<file path="config.mk">
export PLATFORM = sky130hd
export DESIGN_NAME = regbank_write_arbiter
export DESIGN_NICKNAME = d
export VERILOG_FILES = /design/src/rtl/regbank_pkg.sv /design/src/rtl/rr_pick.sv /design/src/rtl/regbank_write_arbiter.sv
export SDC_FILE = /design/constraint.sdc
export NUM_CORES = 1
export LEC_CHECK = 0
export BUFFER_PORTS_ARGS = -buffer_cell sky130_fd_sc_hd__buf_4
export CORE_ASPECT_RATIO = 0.6
export CORE_MARGIN = 2
export CORE_UTILIZATION = 50
export CTS_CLUSTER_SIZE = 20
export DETAILED_ROUTE_END_ITERATION = 8
export PLACE_DENSITY = 0.78
export SETUP_SLACK_MARGIN = 0.1
export SLEW_MARGIN = 20
export SYNTH_ARGS = -nofsm -noshare
export SYNTH_HDL_FRONTEND = slang
export SYNTH_HIERARCHICAL = 1
export SYNTH_SLANG_ARGS = --single-unit
</file>
<file path="constraint.sdc">
create_clock -name clk -period 6.3 [get_ports clk]
set_input_delay 0.63 -clock clk [delete_from_list [all_inputs] [get_ports clk]]
set_output_delay 0.63 -clock clk [all_outputs]
set_load 0.01 [all_outputs]
</file>
<file path="src/rtl/regbank_pkg.sv">
// Shared types and helpers for the register-bank write arbiter.
// Holds the FSM state type, the one-hot decoder and the burst beat counter width.
package regbank_pkg;

   typedef enum logic {
      IDLE  = 1'b0,
      BURST = 1'b1
   } state_t;

   // Wide enough for any MAXBURST in 1..15.
   localparam int BEAT_W = 4;

   localparam int OH_IW = 6;
   localparam int OH_W  = 1 << OH_IW;

   // Callers keep only the low bits they need.
   function automatic logic [OH_W-1:0] onehot(input logic [OH_IW-1:0] idx);
      logic [OH_W-1:0] v;
      v      = '0;
      v[idx] = 1'b1;
      return v;
   endfunction

endpackage

</file>
<file path="src/rtl/rr_pick.sv">
// Combinational round-robin picker: first asserted req at or above ptr, wrapping modulo NREQ.
module rr_pick #(
   parameter int NREQ = 3,
   parameter int IW   = 2
) (
   input  logic [NREQ-1:0] req,
   input  logic [IW-1:0]   ptr,
   output logic [IW-1:0]   winner,
   output logic            valid
);

   logic [IW-1:0] idx;

   // Scan from the farthest offset down so the nearest hit to ptr is the last one written.
   always_comb begin
      // NOTE: every output gets a default first so no path leaves a value unassigned (no latch).
      winner = '0;
      valid  = 1'b0;
      idx    = '0;
      for (int off = NREQ - 1; off >= 0; off--) begin
         idx = IW'((int'(ptr) + off) % NREQ);
         if (req[idx]) begin
            winner = idx;
            valid  = 1'b1;
         end
      end
   end

endmodule

</file>
<file path="src/rtl/regbank_write_arbiter.sv">
// Round-robin write-port arbiter for the register bank with locked bursts.
// Drives a registered grant, one-hot write enable and shared data bus.
module regbank_write_arbiter
   import regbank_pkg::*;
#(
   parameter int WIDTH    = 4,
   parameter int NREQ     = 3,
   parameter int NREG     = 4,
   parameter int MAXBURST = 4
) (
   input  logic                     clk,
   input  logic                     reset,
   input  logic [NREQ-1:0]          req,
   input  logic [NREQ-1:0]          req_lock,
   input  logic [NREQ*$clog2(NREG)-1:0] req_addr,
   input  logic [NREQ*WIDTH-1:0]    req_data,
   output logic [NREQ-1:0]          gnt,
   output logic [WIDTH-1:0]         DATA,
   output logic [NREG-1:0]          WE,
   output logic                     busy
);

   localparam int AW = $clog2(NREG);
   localparam int IW = $clog2(NREQ);

   state_t              state_q, state_n;
   logic [IW-1:0]       ptr_q, ptr_n;
   logic [IW-1:0]       owner_q, owner_n;
   logic [BEAT_W-1:0]   beat_q, beat_n;
   logic [IW-1:0]       pick_ptr;
   logic [IW-1:0]       winner;
   logic                valid;
   logic                hold;
   logic                grant;
   logic [IW-1:0]       sel;
   logic [OH_W-1:0]     gnt_oh, we_oh;
   logic [NREQ-1:0]     gnt_n;
   logic [NREG-1:0]     we_n;
   logic [WIDTH-1:0]    data_n;
   logic                unused_oh;

   function automatic logic [IW-1:0] inc_mod(input logic [IW-1:0] v);
      return (int'(v) == NREQ - 1) ? '0 : v + 1'b1;
   endfunction

   // On release the owner becomes lowest priority for the same-edge arbitration.
   assign pick_ptr = (state_q == BURST) ? inc_mod(owner_q) : ptr_q;

   rr_pick #(
      .NREQ (NREQ),
      .IW   (IW)
   ) u_pick (
      .req    (req),
      .ptr    (pick_ptr),
      .winner (winner),
      .valid  (valid)
   );

   assign hold = (state_q == BURST) && req[owner_q] && req_lock[owner_q] &&
                 (beat_q < BEAT_W'(MAXBURST));

   always_comb begin
      state_n = IDLE;
      ptr_n   = pick_ptr;
      owner_n = owner_q;
      beat_n  = '0;
      sel     = winner;
      grant   = valid;
      if (hold) begin
         state_n = BURST;
         ptr_n   = ptr_q;
         sel     = owner_q;
         grant   = 1'b1;
         beat_n  = beat_q + 1'b1;
      end else if (valid) begin
         if (req_lock[winner] && (MAXBURST > 1)) begin
            state_n = BURST;
            owner_n = winner;
            beat_n  = BEAT_W'(1);
         end else begin
            ptr_n = inc_mod(winner);
         end
      end

      gnt_oh = onehot(OH_IW'(sel));
      we_oh  = onehot(OH_IW'(req_addr[int'(sel)*AW +: AW]));
      gnt_n  = grant ? gnt_oh[NREQ-1:0] : '0;
      we_n   = grant ? we_oh[NREG-1:0]  : '0;
      data_n = grant ? req_data[int'(sel)*WIDTH +: WIDTH] : DATA;
   end

   assign unused_oh = ^{gnt_oh[OH_W-1:NREQ], we_oh[OH_W-1:NREG]};

   // NOTE: sequential state uses non-blocking assignments so all registers update from pre-edge values.
   always_ff @(posedge clk or negedge reset) begin
      if (!reset) begin
         state_q <= IDLE;
         ptr_q   <= '0;
         owner_q <= '0;
         beat_q  <= '0;
         gnt     <= '0;
         WE      <= '0;
         DATA    <= '0;
      end else begin
         state_q <= state_n;
         ptr_q   <= ptr_n;
         owner_q <= owner_n;
         beat_q  <= beat_n;
         gnt     <= gnt_n;
         WE      <= we_n;
         DATA    <= data_n;
      end
   end

   assign busy = (state_q == BURST);

endmodule

</file>
=== Yosys cells after proc, flatten, opt, wreduce, memory -nomap -nowiden ===
Index checks and enable logic that the tools add are counted.

* $add $sub $neg: 5
* Div/mod/pow operators: 3
* $lt $le $gt $ge: 10
* Eq/ne operators: 2
* Shift-type cells: 2
* Multiplexer cells: 37
* Bitwise operators: 1
* Reduce and logical (&&, ||, !) cells: 6

{| class="wikitable"
|+ Operators by type and width
! operator !! number
|-
| modulo 32 x 3 -> 32 bit, second input constant || 2
|-
| modulo 3 x 3 -> 32 bit, second input constant || 1
|-
| two-way mux 2 bit || 9
|-
| two-way mux 1 bit || 17
|-
| < comparator 2 x 3 -> 1 bit, second input constant || 5
|-
| < comparator 2 x 7 -> 1 bit, second input constant || 2
|-
| binary-select mux 1 bit (select 2 bit) || 6
|-
| indexed part select 12 x 5 -> 4 bit || 1
|-
| two-way mux 4 bit || 2
|-
| indexed part select 6 x 4 -> 2 bit || 1
|-
| logical AND 1 bit || 5
|-
| adder 2 x 1 -> 2 bit, second input constant || 2
|-
| adder 4 x 1 -> 4 bit, second input constant || 1
|-
| demux 1 bit (select 2 bit) || 2
|-
| equality test 2 bit, second input constant || 2
|-
| greater-or-equal comparator 2 x 1 -> 1 bit, second input constant || 2
|-
| < comparator 4 x 3 -> 1 bit, second input constant || 1
|-
| adder 2 x 1 -> 3 bit, second input constant || 1
|-
| adder 2 x 2 -> 3 bit, second input constant || 1
|-
| two-way mux 3 bit || 1
|-
| AND reduction 3 bit || 1
|-
| inverter 1 bit || 1
|}

* Flip-flop bits (word level): 20
* Input port bits: 26

=== Longest topological paths before layout ===
Gate-level depths: netlist of the first run.

* Depth after elaboration: 17
* Gate-level depth with buffers: 13
* Depth with buffers taken out: 12

=== Cells and area by module ===
The synthesis of the first run kept the hierarchy.

{| class="wikitable"
|+ By module, submodules not included
! module !! times used !! cells each !! area an instance (um2) !! seq. area each (um2)
|-
| regbank_write_arbiter || 1 || 90 || 1029.7 || 500.5
|-
| rr_pick || 1 || 29 || 222.7 || 0.0
|}

=== Least setup slack after synthesis of the first run ===
Ideal clock, no wire load.

* Kind: reg-to-reg
* Start: register state_q (netlist: busy)
* End: register DATA[0]
* Library setup time: 126 ps
* Arrival: 2792 ps
* Required time: 6174 ps
* Slack: 3382 ps
* Cell stages (with the launch flop): 12
* Path buffers: 2
* Path through: dfrtp_1 and2b_2 a31o_2 ha_1 buf_6 nor2b_1 o31a_1 a2111o_1 nand2b_1 and3_2 clkbuf_2 a221o_1

{| class="wikitable"
|+ RTL lines
! element !! RTL line !! source
|-
| start: declaration || regbank_write_arbiter.sv:26 || <nowiki>state_t state_q, state_n;</nowiki>
|-
| start signal: assignment || regbank_write_arbiter.sv:105 || <nowiki>state_q <= state_n;</nowiki>
|-
| two-way mux 2 bit * || regbank_write_arbiter.sv:47 || <nowiki>assign pick_ptr = (state_q == BURST) ? inc_mod(owner_q) : ptr_q;</nowiki>
|-
| via pick_ptr[1] || regbank_write_arbiter.sv:30 || <nowiki>logic [IW-1:0] pick_ptr;</nowiki>
|-
| adder 2 x 2 -> 3 bit || rr_pick.sv:21 || <nowiki>idx = IW'((int'(ptr) + off) % NREQ);</nowiki>
|-
| modulo 32 x 3 -> 32 bit || rr_pick.sv:21 ||
|-
| binary-select mux 1 bit (select 2 bit) || rr_pick.sv:22 || <nowiki>if (req[idx]) begin</nowiki>
|-
| two-way mux 1 bit (implied by the code) || rr_pick.sv:22 ||
|-
| two-way mux 1 bit (2 in series) || rr_pick.sv:22 ||
|-
| two-way mux 1 bit * || rr_pick.sv:22 ||
|-
| via valid || regbank_write_arbiter.sv:32 || <nowiki>logic valid;</nowiki>
|-
| two-way mux 1 bit * || regbank_write_arbiter.sv:69 || <nowiki>if (hold) begin</nowiki>
|-
| end signal: assignment || regbank_write_arbiter.sv:111 || <nowiki>DATA <= data_n;</nowiki>
|-
| end: declaration || regbank_write_arbiter.sv:18 || <nowiki>output logic [WIDTH-1:0] DATA,</nowiki>
|}

The timed path passes the listed nets; every way through them passes the cells marked *. The select of a mux whose other input is x is not followed.
A chain may end at the register's enable or synchronous reset.

=== Final worst setup path of the first run ===
* Start: register owner_q[1]
* End: register ptr_q[0]

* Cells in the longest elaborated chain, start to end: 14

{| class="wikitable"
|+ RTL lines
! element !! RTL line !! source
|-
| start: declaration || regbank_write_arbiter.sv:28 || <nowiki>logic [IW-1:0] owner_q, owner_n;</nowiki>
|-
| start signal: assignment || regbank_write_arbiter.sv:107 || <nowiki>owner_q <= owner_n;</nowiki>
|-
| adder 2 x 1 -> 2 bit or equality test 2 bit (tied branches) || regbank_write_arbiter.sv:43 || <nowiki>return (int'(v) == NREQ - 1) ? '0 : v + 1'b1;</nowiki>
|-
| two-way mux 2 bit * || regbank_write_arbiter.sv:43 ||
|-
| two-way mux 2 bit * || regbank_write_arbiter.sv:47 ||
|-
| via pick_ptr[1] || regbank_write_arbiter.sv:30 ||
|-
| adder 2 x 2 -> 3 bit || rr_pick.sv:21 ||
|-
| modulo 32 x 3 -> 32 bit || rr_pick.sv:21 ||
|-
| binary-select mux 1 bit (select 2 bit) || rr_pick.sv:22 ||
|-
| two-way mux 1 bit (implied by the code) || rr_pick.sv:22 ||
|-
| two-way mux 2 bit (2 in series) || rr_pick.sv:22 ||
|-
| two-way mux 2 bit * || rr_pick.sv:22 ||
|-
| via winner[0] || regbank_write_arbiter.sv:31 || <nowiki>logic [IW-1:0] winner;</nowiki>
|-
| adder 2 x 1 -> 2 bit (tied with other cells) || regbank_write_arbiter.sv:43 ||
|-
| two-way mux 2 bit or two-way mux 1 bit (tied branches) || regbank_write_arbiter.sv:43, regbank_write_arbiter.sv:76 ||
|-
| two-way mux 2 bit * || regbank_write_arbiter.sv:76 || <nowiki>if (req_lock[winner] && (MAXBURST > 1)) begin</nowiki>
|-
| two-way mux 2 bit * || regbank_write_arbiter.sv:75 || <nowiki>end else if (valid) begin</nowiki>
|-
| end signal: assignment || regbank_write_arbiter.sv:106 || <nowiki>ptr_q <= ptr_n;</nowiki>
|-
| end: declaration || regbank_write_arbiter.sv:27 || <nowiki>logic [IW-1:0] ptr_q, ptr_n;</nowiki>
|}

Marks and branches as above.

==> results.sh, run 1 <==
export IMPL_vias=1100
export IMPL_via_per_inst=5.85
export IMPL_gr_usage_met1_pct=33.7
export IMPL_cp_end_kind="flop"
export IMPL_grt_util_all_layers_pct=24.6
export IMPL_synth_warnings=6
export IMPL_path_cells="inv_1 > a31o_2 > inv_1 > ha_1 > nor2b_1 > a2bb2oi_1 > o211a_1 > mux2i_1 > o21ai_0 > nand2b_1 > or3_1 > a31oi_1"
export IMPL_port_buffer_count=37
export IMPL_grt_most_used_layer="met2"
export IMPL_setup_violations_final=0
export IMPL_crit_path_start_kind="flop"
export IMPL_final_nets=189
export IMPL_clock_pin_slew_of_the_registers_on_the_worst_case_setup_and_hold_paths_ns=0.08
export IMPL_grt_util_met3_pct=9.55
export IMPL_critPathKind="flop to flop"
export IMPL_postLayoutSetupSlackWorst_ns=3.13
export IMPL_fp_dieH_um=42.8
export IMPL_post_synth_num_cell_types=46
export IMPL_cellInternalPower_mw=0.529
export IMPL_post_synth_cell_area_avg_um2=10.5
export IMPL_fin_worst_skew_ns=0.00818
export IMPL_drc=0
export IMPL_gates_resized_cts_repair=0
export IMPL_globalRouteOverflowTotal=0
export IMPL_setup_tns_ns=0
export IMPL_mappedNetlistArea_mm2=0.00125
export IMPL_clk_root_buffer_cell="sky130_fd_sc_hd__clkbuf_8"
export IMPL_power_frac_clock_pct=13.8
export IMPL_core_region_area_mm2=0.00226
export IMPL_grt_pass1_wl_um=5240
export IMPL_number_of_maximum_capacitance_constraint_violations=0
export IMPL_area_growth_syn_to_layout_pct=29.6
export IMPL_cts_made_buffers=3
export IMPL_worstMarginPinSlew_ns=0.631
export IMPL_tritoncts="built"
export IMPL_hold_viol=0
export IMPL_reg2reg_setup_slack_ns=3.13
export IMPL_dieWidth_um=68.6
export IMPL_detailedRoute_firstIterationViolations=102
export IMPL_cellPowerDensity_mw_per_mm2=569
export IMPL_synth_fp_nets=149
export IMPL_critical_path_top_delay_family="compound AO/OA/AOI/OAI gates"
export IMPL_grt_antenna_before_repair=0
export IMPL_met2_usage_pct=37.5
export IMPL_worst_path_max_delay_cell="sky130_fd_sc_hd__dfrtp_1"
export IMPL_clk_latency_ns=0.26
export IMPL_share_of_cells_above_drive_strength_1_pct=36.7
export IMPL_cp_max_fo=7
export IMPL_antenna_cells_inserted=0
export IMPL_fp_dieArea_mm2=0.00293
export IMPL_mostFrequentLayoutCell="sky130_fd_sc_hd__buf_4"
export IMPL_hpwl_um=2640
export IMPL_register_share_of_total_power_pct=22.9
export IMPL_route_antenna_remaining_nets=0
export IMPL_holdBufCountCts=0
export IMPL_combinationalPowerShare_pct=63.3
export IMPL_irDropWorstVdd_uv=265
export IMPL_cts_setup_buffers=0
export IMPL_timing_fmax_mhz=315
export IMPL_worst_path_required_time_ns=6.49
export IMPL_sinks_on_the_clock_net=20
export IMPL_routed_wire_length_um=3210
export IMPL_placed_cells=184
export IMPL_finalWeightedCongestion=0.860
export IMPL_syn_instance_count=119
export IMPL_row_count=13
export IMPL_synth_ff_latch_count=20
export IMPL_synth_seq_area_share_pct=40.0
export IMPL_final_cell_mix="37 x sky130_fd_sc_hd__buf_4, 20 x sky130_fd_sc_hd__dfrtp_1, 13 x sky130_fd_sc_hd__nor2_1, 9 x sky130_fd_sc_hd__mux2i_1"
export IMPL_p_leak_nw=0.822
export IMPL_grt_setup_unrepaired="no"
export IMPL_grt_max_degree=21
export IMPL_crit_path_frequent_cell="sky130_fd_sc_hd__inv_1"
export IMPL_timing_final_crit_period_ns=3.17
export IMPL_dr_pass1_iters=4
export IMPL_count_of_flip_flops_with_a_built_in_enable_after_synthesis=0
export IMPL_period_share_pct=50.4
export IMPL_h_tree_lvl_count=1
export IMPL_stdcell_count=188
export IMPL_switchingPower_mw=0.395
export IMPL_final_area_mm2=0.00162
export IMPL_ys_top_cells_by_area="sky130_fd_sc_hd__dfrtp_1 40%, sky130_fd_sc_hd__mux2i_1 7.2%, sky130_fd_sc_hd__ha_1 4.0%"
export IMPL_post_layout_total_power_mw=0.924
export IMPL_dp_worst_setup_slack_ns=3.16
export IMPL_synth_largest_type_area_fraction_pct=40.0
export IMPL_outcome="completed"
export IMPL_detailed_place_area_mm2=0.00155
export IMPL_async_flop_share_pct=100
export IMPL_start_util_pct=55.4
export IMPL_maxSlewHeadroom_pct=57.8
export IMPL_timing_critical_path_arrival_ns=3.36
export IMPL_cp_slowest_stage_delay_ns=0.44
export IMPL_finalMaxSlewViolations=0
export IMPL_worstHoldPathType="primary input to async pin"
export IMPL_cts_path_max_buffers=2
export IMPL_power_share_switching_pct=42.7
export IMPL_vias_in_the_first_global_route=1090
export IMPL_routedWlPerCell_um=17.1
export IMPL_synth_flop_cell="sky130_fd_sc_hd__dfrtp_1"
export IMPL_io_count=38
export IMPL_worstPathBufferInverterCount=2
export IMPL_synth_largest_area_cell="sky130_fd_sc_hd__dfrtp_1"
[per-stage QoR]
step	hold slack, ns	util [%]
2_1_floorplan	0.334	-
3_3_place_gp	0.484	68.6
3_5_place_dp	0.478	68.6
4_1_cts	0.236	71.8
5_1_grt	0.235	71.8
6_report	0.227	71.8
[routing by layer]
layer  up-vias  part of all wire (%)
met5         -                     0
met4         0                   1.2
met3         6                    11
met2        66                    47
met1       509                    41
li1        519                     -
[power groups by stage]
| stage | clock, mW | sequential (mW) | combinational [mW] |
|---|---|---|---|
| 6_report | 0.128 | 0.211 | 0.584 |
| 5_1_grt | 0.137 | 0.216 | 0.642 |
| 4_1_cts | 0.129 | 0.211 | 0.581 |
| 3_5_place_dp | 0 | 0.212 | 0.581 |
| 3_3_place_gp | 0 | 0.209 | 0.544 |
| 2_1_floorplan | 0 | 0.219 | 0.421 |
[cells by family after synthesis]
group,share of synthesized area [%]
buffers and inverters,3.10
AO/OA/AOI/OAI,21.0
multiplexers,9.89
AND/OR/NAND/NOR,21.8
other,0.299
adder cells (fa/ha/maj),4.00
flip-flops,40.0
[synthesized netlist by cell type (2+ instances only)]
cell type                    n
sky130_fd_sc_hd__a21bo_2     2
sky130_fd_sc_hd__a221o_1     4
sky130_fd_sc_hd__a2bb2oi_1   3
sky130_fd_sc_hd__a31oi_1     2
sky130_fd_sc_hd__and2_1      2
sky130_fd_sc_hd__and3_2      2
sky130_fd_sc_hd__dfrtp_1    20
sky130_fd_sc_hd__ha_1        4
sky130_fd_sc_hd__inv_1       5
sky130_fd_sc_hd__mux2_2      3
sky130_fd_sc_hd__mux2i_1     9
sky130_fd_sc_hd__nand2_1     5
sky130_fd_sc_hd__nand2b_1    5
sky130_fd_sc_hd__nand3_1     2
sky130_fd_sc_hd__nor2_1     13
sky130_fd_sc_hd__nor2b_1     3
sky130_fd_sc_hd__nor3_1      4
sky130_fd_sc_hd__o21ai_0     2
sky130_fd_sc_hd__o2bb2ai_1   2
[registers in the layout, indices dropped and copies added (netlist names)]
signal	cells
ptr_q	2
owner_q	2
WE	4
beat_q	4
DATA	4
gnt	3
busy	1
[layout make-up]
cell class | instances | area, µm²
clock inverters | 1 | 30.0
fillers | 165 | 638
well taps | 30 | 37.5
multi-input cells | 91 | 713
clock buffers | 3 | 41.3
flip-flops and latches | 20 | 500
inverters | 6 | 22.5
repair buffers | 37 | 278
[final timing paths]
path | from | endpoint | cells after the start
worst min register to register | beat_q[0] | beat_q[0] | 1
min in group clk | beat_q[0] | beat_q[0] | 1
worst min-delay path | reset | beat_q[3] | 1
worst max register to register | owner_q[1] | ptr_q[0] | 12
max in group asynchronous | reset | WE[2] | 1
worst max-delay path | owner_q[1] | ptr_q[0] | 12
Power figures use the tool's default switching activity.
==> inputs of run 2 (changes only) <==
- ABC_AREA: default -> 1
- PLACE_DENSITY: 0.78 -> 0.77
- clock period: 6.3 -> 3.25 ns (I/O delays scaled with it)
==> run 2 against run 1 <==
Compared with the run above: final cell count rose by 40%; sequential share of layout area fell by 2.4 points; register-to-register slack got worse by 2.8 ns; clock power rose by 93%; wire length rose by 8.8%; hold slack improved by 0.15 ns; non-clock buffer count rose by 1; power rose by 130%; critical endpoint is now owner_q[1]; highest routed layer unchanged.
==> results.sh, run 2 <==
export IMPL_outcome="completed"
export IMPL_vias_in_the_first_global_route=1288
export IMPL_grt_util_all_layers_pct=22.9
export IMPL_stdcell_count=264
export IMPL_synth_ff_latch_count=20
export IMPL_p_leak_nw=0.986
export IMPL_detailedRoute_firstIterationViolations=123
export IMPL_hpwl_um=2760
export IMPL_timing_final_crit_period_ns=2.89
export IMPL_cp_end_kind="flop"
export IMPL_synth_flop_cell="sky130_fd_sc_hd__dfrtp_1"
export IMPL_final_cell_mix="40 x sky130_fd_sc_hd__nand2_1, 37 x sky130_fd_sc_hd__buf_4, 28 x sky130_fd_sc_hd__inv_1, 23 x sky130_fd_sc_hd__nor2_1, 23 x sky130_fd_sc_hd__nand3_1"
export IMPL_number_of_maximum_capacitance_constraint_violations=0
export IMPL_top_regs="DATA: 4 flops, WE: 4 flops, beat_q: 4 flops"
export IMPL_post_layout_total_power_mw=2.16
export IMPL_ys_top_cells_by_area="sky130_fd_sc_hd__dfrtp_1 36%, sky130_fd_sc_hd__nand2_1 11%, sky130_fd_sc_hd__nand3_1 8.2%"
export IMPL_switchingPower_mw=1.11
export IMPL_async_flop_share_pct=100
export IMPL_area_growth_syn_to_layout_pct=25.3
export IMPL_grt_setup_unrepaired="no"
export IMPL_tritoncts="built"
export IMPL_vias=1338
export IMPL_worst_path_stages=17
export IMPL_dr_pass1_iters=4
export IMPL_rr_worst_depth=17
export IMPL_share_of_cells_above_drive_strength_1_pct=28.4
export IMPL_grt_pass1_wl_um=5710
export IMPL_io_count=38
export IMPL_h_tree_lvl_count=1
export IMPL_combinationalPowerShare_pct=69.3
export IMPL_cellInternalPower_mw=1.05
export IMPL_finalMaxSlewViolations=0
export IMPL_start_util_pct=54.2
export IMPL_path_cells="nor2_1 > mux2_2 > inv_1 > ha_1 > inv_2 > nand3_1 > nand3_2 > nand2_1 > nand2_1 > nand2_1 > inv_1 > o21ai_0 > o21ai_0 > and2_1 > nand2_1 > nand2_1 > o21ai_0"
export IMPL_worstPathBufferInverterCount=3
export IMPL_drc=0
export IMPL_crit_path_frequent_cell="sky130_fd_sc_hd__nand2_1"
export IMPL_clk_root_buffer_cell="sky130_fd_sc_hd__clkbuf_8"
export IMPL_routedWlPerCell_um=13.2
export IMPL_core_region_area_mm2=0.00259
export IMPL_timing_fmax_mhz=346
export IMPL_power_frac_clock_pct=11.5
export IMPL_worst_path_max_delay_cell="sky130_fd_sc_hd__dfrtp_1"
export IMPL_mappedNetlistArea_mm2=0.00141
export IMPL_critical_path_top_delay_family="simple AND/OR/NAND/NOR gates"
export IMPL_register_share_of_total_power_pct=19.2
export IMPL_grt_max_degree=21
export IMPL_timing_critical_path_arrival_ns=3.03
export IMPL_setup_violations_final=0
export IMPL_syn_instance_count=194
export IMPL_synth_largest_type_area_fraction_pct=35.6
export IMPL_critPathKind="flop to flop"
export IMPL_row_count=14
export IMPL_cts_path_max_buffers=2
export IMPL_fin_worst_skew_ns=0.00866
export IMPL_port_buffer_count=37
export IMPL_worstHoldPathType="primary input to flop"
export IMPL_fp_dieH_um=45.1
export IMPL_synth_seq_area_share_pct=35.6
export IMPL_placed_cells=259
export IMPL_synth_fp_nets=224
export IMPL_yosysMostFrequentCell="sky130_fd_sc_hd__nand2_1"
export IMPL_synth_warnings=6
export IMPL_mostFrequentLayoutCell="sky130_fd_sc_hd__nand2_1"
export IMPL_irDropWorstVdd_uv=641
export IMPL_hold_path_cell_count=5
export IMPL_cts_made_buffers=3
export IMPL_hold_viol=0
export IMPL_clock_pin_slew_of_the_registers_on_the_worst_case_setup_and_hold_paths_ns=0.08
export IMPL_grt_antenna_before_repair=0
export IMPL_synth_largest_area_cell="sky130_fd_sc_hd__dfrtp_1"
export IMPL_fin_hold_ws_ns=0.378
export IMPL_globalRouteOverflowTotal=0
export IMPL_period_share_pct=89.0
export IMPL_route_antenna_remaining_nets=0
export IMPL_cp_max_fo=6
export IMPL_finalWeightedCongestion=0.906
export IMPL_count_of_flip_flops_with_a_built_in_enable_after_synthesis=0
export IMPL_crit_path_start_kind="flop"
export IMPL_via_per_inst=5.07
export IMPL_dieWidth_um=72.4
export IMPL_synthTopCellsByCount="40 x sky130_fd_sc_hd__nand2_1, 28 x sky130_fd_sc_hd__inv_1, 23 x sky130_fd_sc_hd__nand3_1, 23 x sky130_fd_sc_hd__nor2_1, 20 x sky130_fd_sc_hd__dfrtp_1"
export IMPL_cp_slowest_stage_delay_ns=0.45
export IMPL_clk_latency_ns=0.26
export IMPL_antenna_cells_inserted=0
export IMPL_final_area_mm2=0.00176
export IMPL_worst_path_required_time_ns=3.39
export IMPL_final_nets=263
export IMPL_cts_setup_buffers=0
export IMPL_fp_dieArea_mm2=0.00326
export IMPL_post_synth_num_cell_types=28
export IMPL_power_share_switching_pct=51.4
export IMPL_post_synth_cell_area_avg_um2=7.24
export IMPL_setup_tns_ns=0
export IMPL_sinks_on_the_clock_net=20
export IMPL_routed_wire_length_um=3490
export IMPL_cellPowerDensity_mw_per_mm2=1230
export IMPL_detailed_place_area_mm2=0.00168
## run 2: per-stage QoR
step	utilization, %	setup slack [ns]
floorplan	-	0.834
global placement	64.8	0.580
detailed placement	64.8	0.425
CTS	67.9	0.396
global route	67.9	0.102
finish	67.9	0.358
## run 2: worst paths after layout
| check | startpoint | end | slack [ns] |
|---|---|---|---|
| setup / recovery | owner_q[0] | owner_q[1] | 0.36 |
| hold / removal | req_data[7] | DATA[3] | 0.38 |
| max in group asynchronous | reset | owner_q[1] | 2.57 |
| setup reg to reg | owner_q[0] | owner_q[1] | 0.36 |
| min in group asynchronous | reset | beat_q[1] | 0.47 |
| hold reg to reg | beat_q[0] | beat_q[0] | 0.48 |
## run 2: what timing repair did
action	CTS	global route
endpoints found under the setup margin	0	11
hold buffers	1	0
endpoints found under the hold margin	20	0
resized for setup	0	1
## run 2: cells by family after synthesis
| logic type | after synthesis | synth area share [%] |
|---|---|---|
| compound gates | 18 | 6.86 |
| fa+ha+maj | 4 | 3.56 |
| buf+inv | 37 | 11.9 |
| flops | 20 | 35.6 |
| mux | 1 | 0.801 |
| other cells | 1 | 0.267 |
| simple gates | 113 | 41.0 |
## run 2: final cells by class
class,instances,area [µm²]
repair buffers,38,288
multi-input cells,137,737
clock inverters,1,30.0
well taps,32,40.0
clock buffers,3,41.3
fillers,207,832
flip-flops and latches,20,500
inverters,33,124
## run 2: metal layers
metal	share of wire (%)	up-vias	GRT usage [%]
li1	-	689	-
met1	49	610	33.9
met2	46	35	36.7
met3	4.4	4	1.79
met4	0.86	0	7.04
met5	0	-	0
## run 2: power by group through the flow
stage          Sequential, mW  Combinational (mW)  Clock, mW
2_1_floorplan           0.440                1.14          0
3_3_place_gp            0.414                1.40          0
3_5_place_dp            0.419                1.48          0
4_1_cts                 0.415                1.49      0.247
5_1_grt                 0.426                1.71      0.258
6_report                0.415                1.50      0.247
## run 2: tightest hold or removal path: cells and delay by family
kind	cells	cell delay [ns]
simple gates	3	0.17
buf+inv	2	0.11
==> inputs of run 3 (changes only) <==
- ABC_AREA: 1 -> default
- CTS_CLUSTER_SIZE: 20 -> default
- PLACE_DENSITY: 0.77 -> 0.78
==> run 3 against run 2 <==
Compared with the run above: clock skew hardly changed; final cell count is 28% lower; critical path depth is 7 lower; sequential power is 1% lower; largest cell class unchanged; critical path type unchanged; hold slack worse by 0.079 ns; combinational power is 21% lower; setup slack worse by 0.16 ns; via count is 16% lower; clock power hardly changed; sequential cell count stayed put.
==> results.sh, run 3 (synthesized netlist as in run 1, its figures left out) <==
export IMPL_finish_utilization_pct=73.5
export IMPL_crit_path_start_kind="flop"
export IMPL_stdcell_count=191
export IMPL_row_count=13
export IMPL_grt_setup_unrepaired="no"
export IMPL_h_tree_lvl_count=1
export IMPL_tritoncts="built"
export IMPL_grt_antenna_before_repair=0
export IMPL_routed_wire_length_um=3310
export IMPL_clk_root_buffer_cell="sky130_fd_sc_hd__clkbuf_8"
export IMPL_outcome="completed"
export IMPL_final_nets=192
export IMPL_routedWlPerCell_um=17.3
export IMPL_worst_path_required_time_ns=3.40
export IMPL_detailedRoute_firstIterationViolations=92
export IMPL_cp_max_fo=9
export IMPL_hold_viol=0
export IMPL_finalWeightedCongestion=0.860
export IMPL_io_count=38
export IMPL_critPathKind="flop to flop"
export IMPL_hpwl_um=2640
export IMPL_final_cell_mix="39 x sky130_fd_sc_hd__buf_4, 19 x sky130_fd_sc_hd__dfrtp_1, 12 x sky130_fd_sc_hd__nor2_1, 9 x sky130_fd_sc_hd__mux2i_1"
export IMPL_number_of_maximum_capacitance_constraint_violations=0
export IMPL_top_regs="DATA: 4 flops, WE: 4 flops, beat_q: 4 flops"
export IMPL_cp_end_kind="flop"
export IMPL_setup_violations_final=0
export IMPL_cts_path_max_buffers=2
export IMPL_timing_final_crit_period_ns=3.05
export IMPL_p_leak_nw=0.831
export IMPL_route_antenna_remaining_nets=0
export IMPL_start_util_pct=55.4
export IMPL_dieWidth_um=68.6
export IMPL_grt_max_degree=21
export IMPL_via_per_inst=5.88
export IMPL_port_buffer_count=37
export IMPL_period_share_pct=94.0
export IMPL_worstHoldPathType="primary input to flop"
export IMPL_vias=1124
export IMPL_share_of_cells_above_drive_strength_1_pct=41.6
export IMPL_vias_in_the_first_global_route=1091
export IMPL_irDropWorstVdd_uv=520
export IMPL_timing_critical_path_arrival_ns=3.20
export IMPL_clk_latency_ns=0.26
export IMPL_dr_pass1_iters=4
export IMPL_mostFrequentLayoutCell="sky130_fd_sc_hd__buf_4"
export IMPL_antenna_cells_inserted=0
export IMPL_grt_pass1_wl_um=5250
export IMPL_area_growth_syn_to_layout_pct=32.7
export IMPL_cellPowerDensity_mw_per_mm2=1120
export IMPL_sinks_on_the_clock_net=20
export IMPL_grt_util_all_layers_pct=24.7
export IMPL_fin_worst_skew_ns=0.00816
export IMPL_globalRouteOverflowTotal=0
export IMPL_core_region_area_mm2=0.00226
export IMPL_drc=0
export IMPL_setup_tns_ns=0
export IMPL_fp_dieH_um=42.8
export IMPL_cts_made_buffers=3
export IMPL_clock_pin_slew_of_the_registers_on_the_worst_case_setup_and_hold_paths_ns=0.08
export IMPL_fp_dieArea_mm2=0.00293
export IMPL_final_fill_count=158
export IMPL_finalMaxSlewViolations=0
export IMPL_timing_fmax_mhz=327
export IMPL_placed_cells=184
## run 3: per-layer routing
layer / track usage [%] / part of all wire [%] / vias up
li1: - / - / 527
met1: 33.7 / 41 / 527
met2: 37.7 / 47 / 64
met3: 9.55 / 11 / 6
met4: 3.60 / 1.0 / 0
met5: 0 / 0 / -
## run 3: path summary, 6_finish.rpt
| kind | slack [ns] | end | cells past startpoint | start |
|---|---|---|---|---|
| setup / recovery | 0.20 | DATA[3] | 10 | owner_q[0] |
| hold / removal | 0.30 | DATA[2] | 2 | req_data[10] |
| setup reg to reg | 0.20 | DATA[3] | 10 | owner_q[0] |
| hold reg to reg | 0.49 | beat_q[0] | 1 | beat_q[0] |
| max in group asynchronous | 2.55 | owner_q[1] | 2 | reset |
| min in group asynchronous | 0.47 | DATA[1] | 2 | reset |
## run 3: metrics by stage
step / power (mW) / area, µm² / hold slack [ns] / setup slack [ns]
final: 1.85 / 1660 / 0.299 / 0.195
after global placement: 1.46 / 1550 / 0.214 / 0.249
after detailed placement: 1.54 / 1550 / 0.215 / 0.109
after floorplan: 1.24 / 1250 / 0.0294 / 0.332
after global routing: 1.99 / 1660 / 0.293 / 0.103
after CTS: 1.79 / 1630 / 0.300 / 0.113
## run 3: worst max-delay path, cell delays in order (launching register included)
cell and delay, ns:
sky130_fd_sc_hd__dfrtp_1 0.47, sky130_fd_sc_hd__nor2_1 0.08, sky130_fd_sc_hd__mux2_2 0.30, sky130_fd_sc_hd__inv_1 0.09
sky130_fd_sc_hd__ha_2 0.33, sky130_fd_sc_hd__nor2b_1 0.16, sky130_fd_sc_hd__o31a_1 0.29, sky130_fd_sc_hd__a2111o_1 0.39
sky130_fd_sc_hd__nand2b_1 0.22, sky130_fd_sc_hd__and3_2 0.29, sky130_fd_sc_hd__a221o_1 0.32
## run 3: timing repair
item,in CTS,in global routing
setup buffers,0,2
hold buffers,1,0
hold endpoints to repair,20,0
setup endpoints to repair,0,11
gates resized for setup,0,7
## run 3: layout make-up
type                    count  area, µm²  area share [%]
inverters                   6       22.5            1.36
clock buffers               3       41.3            2.48
clock inverters             1       30.0            1.81
flip-flops and latches     20        502            30.2
repair buffers             40        303            18.2
multi-input cells          91        726            43.7
well taps                  30       37.5            2.26
## run 3: power breakdown
group          leakage, nW  switching [mW]  internal (mW)
logic                0.543           0.640          0.554
registers            0.253          0.0610          0.350
clock network       0.0357          0.0833          0.164
total                0.831           0.785           1.07
